**config.mk**
```make
export PLATFORM = sky130hd
export DESIGN_NAME = toggle_activity_monitor
export DESIGN_NICKNAME = d
export VERILOG_FILES = /design/src/rtl/toggle_activity_monitor.sv
export SDC_FILE = /design/constraint.sdc
export NUM_CORES = 1
export LEC_CHECK = 0
export ABC_AREA = 1
export CAP_MARGIN = 10
export CORE_ASPECT_RATIO = 0.75
export CORE_UTILIZATION = 51
export DETAILED_ROUTE_END_ITERATION = 8
export PLACE_DENSITY = 0.78
export SETUP_SLACK_MARGIN = 0.5
export SLEW_MARGIN = 20
export SYNTH_ARGS = -nofsm -noshare
export SYNTH_HDL_FRONTEND = slang
export SYNTH_SLANG_ARGS = --single-unit
```
**constraint.sdc**
```tcl
create_clock -name clk -period 2.7 [get_ports clk]
set_input_delay 0.27 -clock clk [delete_from_list [all_inputs] [get_ports clk]]
set_output_delay 0.27 -clock clk [all_outputs]
set_load 0.05 [all_outputs]
```
**src/rtl/toggle_activity_monitor.sv**
```systemverilog
// Switching-activity monitor: counts input/output toggles and output-high
// samples over a window of valid samples, then reports them via valid/ready.
module toggle_activity_monitor #(
  parameter int IN_W  = 4,
  parameter int CNT_W = 16,
  parameter int WIN_W = 16
) (
  input  logic             clk,
  input  logic             rst_n,
  input  logic             start,
  input  logic [WIN_W-1:0] win_len,
  input  logic             smp_valid,
  input  logic [IN_W-1:0]  smp_in,
  input  logic             smp_out,
  output logic             busy,
  output logic             rpt_valid,
  input  logic             rpt_ready,
  output logic [CNT_W-1:0] rpt_in_toggles,
  output logic [CNT_W-1:0] rpt_out_toggles,
  output logic [CNT_W-1:0] rpt_ones,
  output logic             rpt_ovf
);

  typedef enum logic [1:0] {
    S_IDLE,
    S_PRIME,
    S_COUNT,
    S_REPORT
  } state_e;

  state_e           state_q;
  logic             busy_q;
  logic             rpt_valid_q;
  logic [WIN_W-1:0] win_q;
  logic [WIN_W-1:0] rem_q;
  logic [IN_W-1:0]  prev_in_q;
  logic             prev_out_q;
  logic [CNT_W-1:0] in_tog_q;
  logic [CNT_W-1:0] out_tog_q;
  logic [CNT_W-1:0] ones_q;
  logic             ovf_q;

  logic [CNT_W:0]   pop;
  logic [CNT_W:0]   in_sum;
  logic [CNT_W:0]   out_sum;
  logic [CNT_W:0]   ones_sum;
  logic [CNT_W-1:0] in_tog_d;
  logic [CNT_W-1:0] out_tog_d;
  logic [CNT_W-1:0] ones_d;
  logic             cnt_ovf_d;
  logic             ones_ovf_d;
  logic [IN_W-1:0]  diff;

  function automatic logic [CNT_W-1:0] sat(input logic [CNT_W:0] s);
    return s[CNT_W] ? {CNT_W{1'b1}} : s[CNT_W-1:0];
  endfunction

  always_comb begin
    diff = smp_in ^ prev_in_q;
    pop  = '0;
    for (int i = 0; i < IN_W; i++) begin
      pop = pop + (CNT_W+1)'(diff[i]);
    end
    in_sum   = {1'b0, in_tog_q} + pop;
    out_sum  = {1'b0, out_tog_q} + (CNT_W+1)'(smp_out ^ prev_out_q);
    ones_sum = {1'b0, ones_q} + (CNT_W+1)'(smp_out);
    in_tog_d   = sat(in_sum);
    out_tog_d  = sat(out_sum);
    ones_d     = sat(ones_sum);
    ones_ovf_d = ones_sum[CNT_W];
    cnt_ovf_d  = in_sum[CNT_W] | out_sum[CNT_W] | ones_sum[CNT_W];
  end

  always_ff @(posedge clk or negedge rst_n) begin
    if (!rst_n) begin
      state_q     <= S_IDLE;
      busy_q      <= 1'b0;
      rpt_valid_q <= 1'b0;
      win_q       <= '0;
      rem_q       <= '0;
      prev_in_q   <= '0;
      prev_out_q  <= 1'b0;
      in_tog_q    <= '0;
      out_tog_q   <= '0;
      ones_q      <= '0;
      ovf_q       <= 1'b0;
    end else begin
      unique case (state_q)
        S_IDLE: begin
          if (start && (win_len != '0)) begin
            win_q     <= win_len;
            in_tog_q  <= '0;
            out_tog_q <= '0;
            ones_q    <= '0;
            ovf_q     <= 1'b0;
            busy_q    <= 1'b1;
            state_q   <= S_PRIME;
          end
        end
        S_PRIME: begin
          // First sample only seeds the history; no toggles yet.
          if (smp_valid) begin
            prev_in_q  <= smp_in;
            prev_out_q <= smp_out;
            ones_q     <= ones_d;
            ovf_q      <= ovf_q | ones_ovf_d;
            rem_q      <= win_q - 1'b1;
            if (win_q == WIN_W'(1)) begin
              rpt_valid_q <= 1'b1;
              state_q     <= S_REPORT;
            end else begin
              state_q <= S_COUNT;
            end
          end
        end
        S_COUNT: begin
          if (smp_valid) begin
            prev_in_q  <= smp_in;
            prev_out_q <= smp_out;
            in_tog_q   <= in_tog_d;
            out_tog_q  <= out_tog_d;
            ones_q     <= ones_d;
            ovf_q      <= ovf_q | cnt_ovf_d;
            rem_q      <= rem_q - 1'b1;
            if (rem_q == WIN_W'(1)) begin
              rpt_valid_q <= 1'b1;
              state_q     <= S_REPORT;
            end
          end
        end
        S_REPORT: begin
          if (rpt_ready) begin
            rpt_valid_q <= 1'b0;
            busy_q      <= 1'b0;
            state_q     <= S_IDLE;
          end
        end
        default: begin
          state_q     <= S_IDLE;
          busy_q      <= 1'b0;
          rpt_valid_q <= 1'b0;
        end
      endcase
    end
  end

  assign busy            = busy_q;
  assign rpt_valid       = rpt_valid_q;
  assign rpt_in_toggles  = in_tog_q;
  assign rpt_out_toggles = out_tog_q;
  assign rpt_ones        = ones_q;
  assign rpt_ovf         = ovf_q;

endmodule

```
=== After elaboration in Yosys (flattened, before gate mapping) ===
Cells that the tools add are included.

* Flip-flop bits (word level): 90
* Bits of input ports: 26
* Output and inout port bits: 51
* Logic and storage cells: 88

* Add/subtract/negate cells: 8
* Eq/ne operators: 12
* Muxes and demuxes: 32
* Bitwise gates (word level): 6
* Reductions and logical operators: 19

{| class="wikitable"
|+ Operator list
! kind !! count
|-
| 16-bit two-way mux || 9
|-
| 16-bit one-hot mux with 2 select lines || 4
|-
| 16-bit by 1-bit adder with 17-bit output || 2
|-
| 16-bit by 1-bit equality test with 1-bit output (second input constant) || 2
|-
| 16-bit by 1-bit subtractor with 16-bit output (second input constant) || 2
|-
| 16-bit by 4-bit adder with 17-bit output || 1
|-
| 16-bit nonzero test || 1
|-
| 2-bit != test (second input constant) || 6
|-
| 3-bit AND reduction || 4
|-
| 1-bit two-way mux || 10
|-
| 2-bit two-way mux || 5
|-
| 2-bit one-hot mux with 4 select lines || 1
|-
| 2-bit nonzero test || 4
|-
| 1-bit one-hot mux with 3 select lines || 2
|-
| 6-bit AND reduction || 1
|-
| 3-bit nonzero test || 2
|-
| 5-bit AND reduction || 1
|-
| 3-bit by 1-bit adder with 4-bit output || 1
|-
| 2-bit equality test (second input constant) || 2
|-
| 1-bit OR || 4
|-
| 2-bit AND reduction || 2
|-
| 4-bit AND reduction || 1
|-
| 4-bit bitwise XOR || 1
|-
| 2-bit by 1-bit adder with 3-bit output || 1
|-
| other kinds (8) || 8
|}

=== Logic depth before layout (Yosys ltp) ===
* Word-level depth: 10
* Depth in mapped cells: 14
* Depth with buffers taken out: 14

=== Worst setup path after synthesis ===
OpenSTA, ideal clock, no wires.

* Path type: reg2reg
* Start point: register in_tog_q[0] (netlist: rpt_in_toggles[0])
* End point: register in_tog_q[10] (netlist: rpt_in_toggles[10])
* Library setup time: 120 ps
* Arrival: 2697 ps
* Required time: 2580 ps
* Setup slack: -117 ps
* Cell stages (with the launch flop): 12
* Buffers on the path: 0
* Period minus slack after synthesis: 2817 ps
* Cells stage by stage: dfrtp_1 inv_1 fa_1 fa_1 inv_1 fa_1 nand3_2 nor2_2 nand3_1 xor2_1 o21ai_1 nand2_1

* Cells in the longest elaborated chain, start to end: 4

{| class="wikitable"
|+ Ends and longest elaborated chain
! what !! line !! source
|-
| start, declared || 38 || <nowiki>logic [CNT_W-1:0] in_tog_q;</nowiki>
|-
| start signal, assigned || 120 || <nowiki>in_tog_q <= in_tog_d;</nowiki>
|-
| 16-bit by 4-bit adder with 17-bit output || 64 || <nowiki>in_sum = {1'b0, in_tog_q} + pop;</nowiki>
|-
| 16-bit two-way mux || 55 || <nowiki>return s[CNT_W] ? {CNT_W{1'b1}} : s[CNT_W-1:0];</nowiki>
|-
| 16-bit two-way mux || 117 || <nowiki>if (smp_valid) begin</nowiki>
|-
| 16-bit one-hot mux with 2 select lines || 88 || <nowiki>unique case (state_q)</nowiki>
|}

No other way between the ends. The select of a mux whose other input is x is not followed.
A chain may end at the register's enable or synchronous reset.

=== Worst setup path after layout ===
* Start point: input smp_in[2]
* End point: register in_tog_q[9] (netlist: rpt_in_toggles[9])

* Cells in the longest elaborated chain, start to end: 7

{| class="wikitable"
|+ Ends and longest elaborated chain
! what !! line !! source
|-
| start, declared || 13 || <nowiki>input logic [IN_W-1:0] smp_in,</nowiki>
|-
| 4-bit bitwise XOR || 59 || <nowiki>diff = smp_in ^ prev_in_q;</nowiki>
|-
| 2-bit by 1-bit adder with 3-bit output || 62 || <nowiki>pop = pop + (CNT_W+1)'(diff[i]);</nowiki>
|-
| 3-bit by 1-bit adder with 4-bit output || 62 ||
|-
| 16-bit by 4-bit adder with 17-bit output || 64 ||
|-
| 16-bit two-way mux || 55 ||
|-
| 16-bit two-way mux || 117 ||
|-
| 16-bit one-hot mux with 2 select lines || 88 ||
|}

No other way between the ends. The select of a mux whose other input is x is not followed.

==> impl_results.md <==
- Crit path time final: 2560 ps
- Effective utilization at floorplan: 0.529
- Hold/Removal Path Class: input port to flip-flop
- Non-filler instance count after layout: 1049
- Net count after synthesis: 859
- Average routed wire per standard cell: 13.5 um
- CTS tree: built
- CTS root buf: clkbuf_16
- Result of the run: complete, but fails checks
- I/O pin cnt: 77
- Initial antenna violation count: 0
- Vias in the first global route: 4883
- Actual slew at the worst max-slew pin: 627 ps
- Total number of H-tree levels: 3
- Maximum fanout encountered on the critical timing path: 4
- Largest net degree at the start of global routing: 47
- Distinct cell type count after synthesis: 43
- Wire length reported by the detailed router: 14200 um
- Register-to-Register Setup Slack: 140 ps
- Launching element type of the critical path: input port
- Max-slew headroom: 0.582
- Most frequent standard cell in the layout excluding fill and tap cells: nand2_1
- Warnings, synthesis: 0
- Core footprint: 11100 um2
- Critical setup path kind: input port to flip-flop
- Overall routing resource usage: 0.251
- Antenna Violating Nets Remaining: 0
- Placed Cells incl. Taps: 1026
- Max Transition Viols Final: 0
- Leak pwr: 3.40 nW
- Clock transition at path regs: 60 ps
- Portion of the clock cycle consumed by the worst path in the final layout: 0.949
- Critical path data required time: 2990 ps
- Failing checks: DRC
- Final weighted congestion in routability-driven placement: 0.837
- Setup repair after global routing missed its margin: true
- Commonest cells after routing, fill and taps aside: 264 x nand2_1, 89 x dfrtp_1, 74 x clkdlybuf4s50_1
- Global route total overflow: 0
- Instance count along the most critical hold path: 3
- Fraction of final layout cells sized beyond drive strength 1: 0.105
- Post-synthesis async set-or-reset flop share: 1.00
- Max-capacitance violation count: 0
- Number of remaining DRC errors: 6
- Die span in x: 126 um
- R2r worst-path depth: 12
- Most frequently used flop master after synthesis: dfrtp_1
- Cell-by-cell listing of the critical path: clkdlybuf4s50_1, xnor2_2, fa_1, fa_2, inv_2, fa_2, nand3_4, nor2_4, nand2_2, buf_4, nand3_1, nand2_1, nand2_1
- Worst VDD drop: 0.000599 V
- DPL Wire Length: 10100 um
- Tightest hold margin: 227 ps
- Number of port buffers: 76
- Inserted Diodes: 0
- Sequential-to-total area share from yosys stat: 0.385
- Worst reg2reg path startpoint: prev_in_q[2]
- Worst Hold Launch: smp_out
- Final net count: 948
- Final setup skew: 6.23 ps
- Number of cells produced by synthesis: 815
- Pre-antenna DRT Iters: 7
- Clock insertion delay at the later pin of the skew report: 350 ps
- Height of the die: 94.7 um
- Buffer depth of the longest clock path: 2
- Total power divided by cell area: 885 nW/um2
- Detailed-route via count: 5452
- Endpoint class of the critical path: flip-flop
- Detail-routed via count per cell: 5.20
- Standard cell with the maximum stage delay on the critical path: fa_1
- Per-instance average area after synthesis: 7.18 um2
- Number of hold violations in the final report: 0
- First-pass GRT wire length: 23400 um
- Overall die area: 11900 um2
- Post-synthesis instance area: 5850 um2
- Number of placement rows: 33
- Number of enable flip-flop cells after synthesis: 0
- Final setup viols: 0
- Worst path arrival time: 2850 ps
- Largest stage delay on the critical path: 490 ps
- TritonCTS Buffers: 9
- Hold EP: prev_out_q
- Total clock sinks: 90
- Critical R2R Capture: rpt_in_toggles[9]
- Growth of design area from synthesis to finish: 23.3%
- Maximum clock frequency: 0.390 GHz
- Flip-flop and latch count after synthesis: 90
- Starting DRC count in detailed routing: 448
==> state kept, by name (all words and copies together), names as in the netlist <==
signal,count
win_q,16
prev_out_q,1
rpt_ones,16
rpt_out_toggles,16
rpt_ovf,1
state_q,2
rpt_in_toggles,16
prev_in_q,4
rem_q,16
busy,1
rpt_valid,1
==> per-layer routing <==
layer	vias up	track usage	routed length (um)
met5	-	0	0
met4	0	0.0620	204
met3	18	0.0538	897
met2	176	0.379	5940
met1	2461	0.366	7130
li1	2797	-	-
==> where the power goes <==
| part | switching (mW) | internal (mW) |
|---|---|---|
| Clock | 0.542 | 0.813 |
| Combinational | 1.95 | 1.03 |
| Sequential | 0.353 | 1.70 |
| Total | 2.84 | 3.54 |
==> worst max-delay path, delay by kind of cell <==
kind                       cells  cell delay, ps
buffers and inverters          3             710
adders and majority gates      3            1060
xor gates and xnor gates       1             180
and+or+nand+nor                6             620
==> cell families after synthesis <==
kind of cell / count (synthesis) / synth area share
buffers and inverters: 101 / 0.0768
XOR/XNOR: 33 / 0.0494
AO/OA/AOI/OAI: 131 / 0.121
flip-flops: 90 / 0.385
AND/OR/NAND/NOR: 442 / 0.326
adder cells (fa/ha/maj): 18 / 0.0424
==> cell type report <==
class / instances / area [um2]
clock buffers: 10 / 229
multi-input cells: 625 / 3220
inverters: 84 / 320
repair inverters: 1 / 7.51
repair buffers: 93 / 916
well taps: 140 / 175
flip-flops and latches: 90 / 2250
clock inverters: 6 / 88.8
fillers: 957 / 3860
==> worst max-delay path by stage <==
stage | depth (start not counted) | startpoint | to | slack, ps
detailed placement | 12 | smp_in[0] | rpt_in_toggles[8] | -230
finish | 13 | smp_in[2] | rpt_in_toggles[9] | 140
global route | 12 | prev_in_q[2] | rpt_in_toggles[1] | 20
CTS | 11 | prev_in_q[2] | rpt_in_toggles[15] | 170
floorplan | 11 | rpt_in_toggles[0] | rpt_in_toggles[10] | 270
global placement | 12 | smp_in[2] | rpt_in_toggles[15] | -140
==> Yosys cell counts, types with 6 or more instances <==
master | n | area share
nand3_1 | 51 | 0.044
xnor2_1 | 9 | 0.013
nor3_1 | 8 | 0.0068
inv_1 | 74 | 0.047
o21ai_1 | 43 | 0.037
nand2_1 | 266 | 0.17
a21oi_1 | 15 | 0.013
inv_2 | 9 | 0.0058
buf_2 | 6 | 0.0051
o21ai_0 | 63 | 0.054
buf_6 | 7 | 0.013
nor2_2 | 13 | 0.014
ha_1 | 15 | 0.032
nand4_1 | 7 | 0.0075
xor2_1 | 24 | 0.036
nor2_1 | 74 | 0.047
dfrtp_1 | 90 | 0.39
==> timing repair <==
action                     4_1_cts  5_1_grt
setup buffers                    1        3
pin swaps                        4        4
cloned                           1        1
resized for setup                6        7
hold buffers                     1        0
hold endpoints to repair        44        0
setup endpoints to repair       18       40
==> stage by stage <==
step	total power, mW	worst slack, ps	util	area [um2]	TNS [ps]
floorplan	4.17	271	-	5880	0
global placement	4.86	-137	0.613	6780	-1600
detailed placement	4.91	-227	0.613	6780	-2790
CTS	6.30	165	0.646	7150	0
finish	6.38	137	0.652	7210	0
global route	6.86	21.1	0.652	7210	0
No activity file was read; power rests on OpenSTA's default activity.
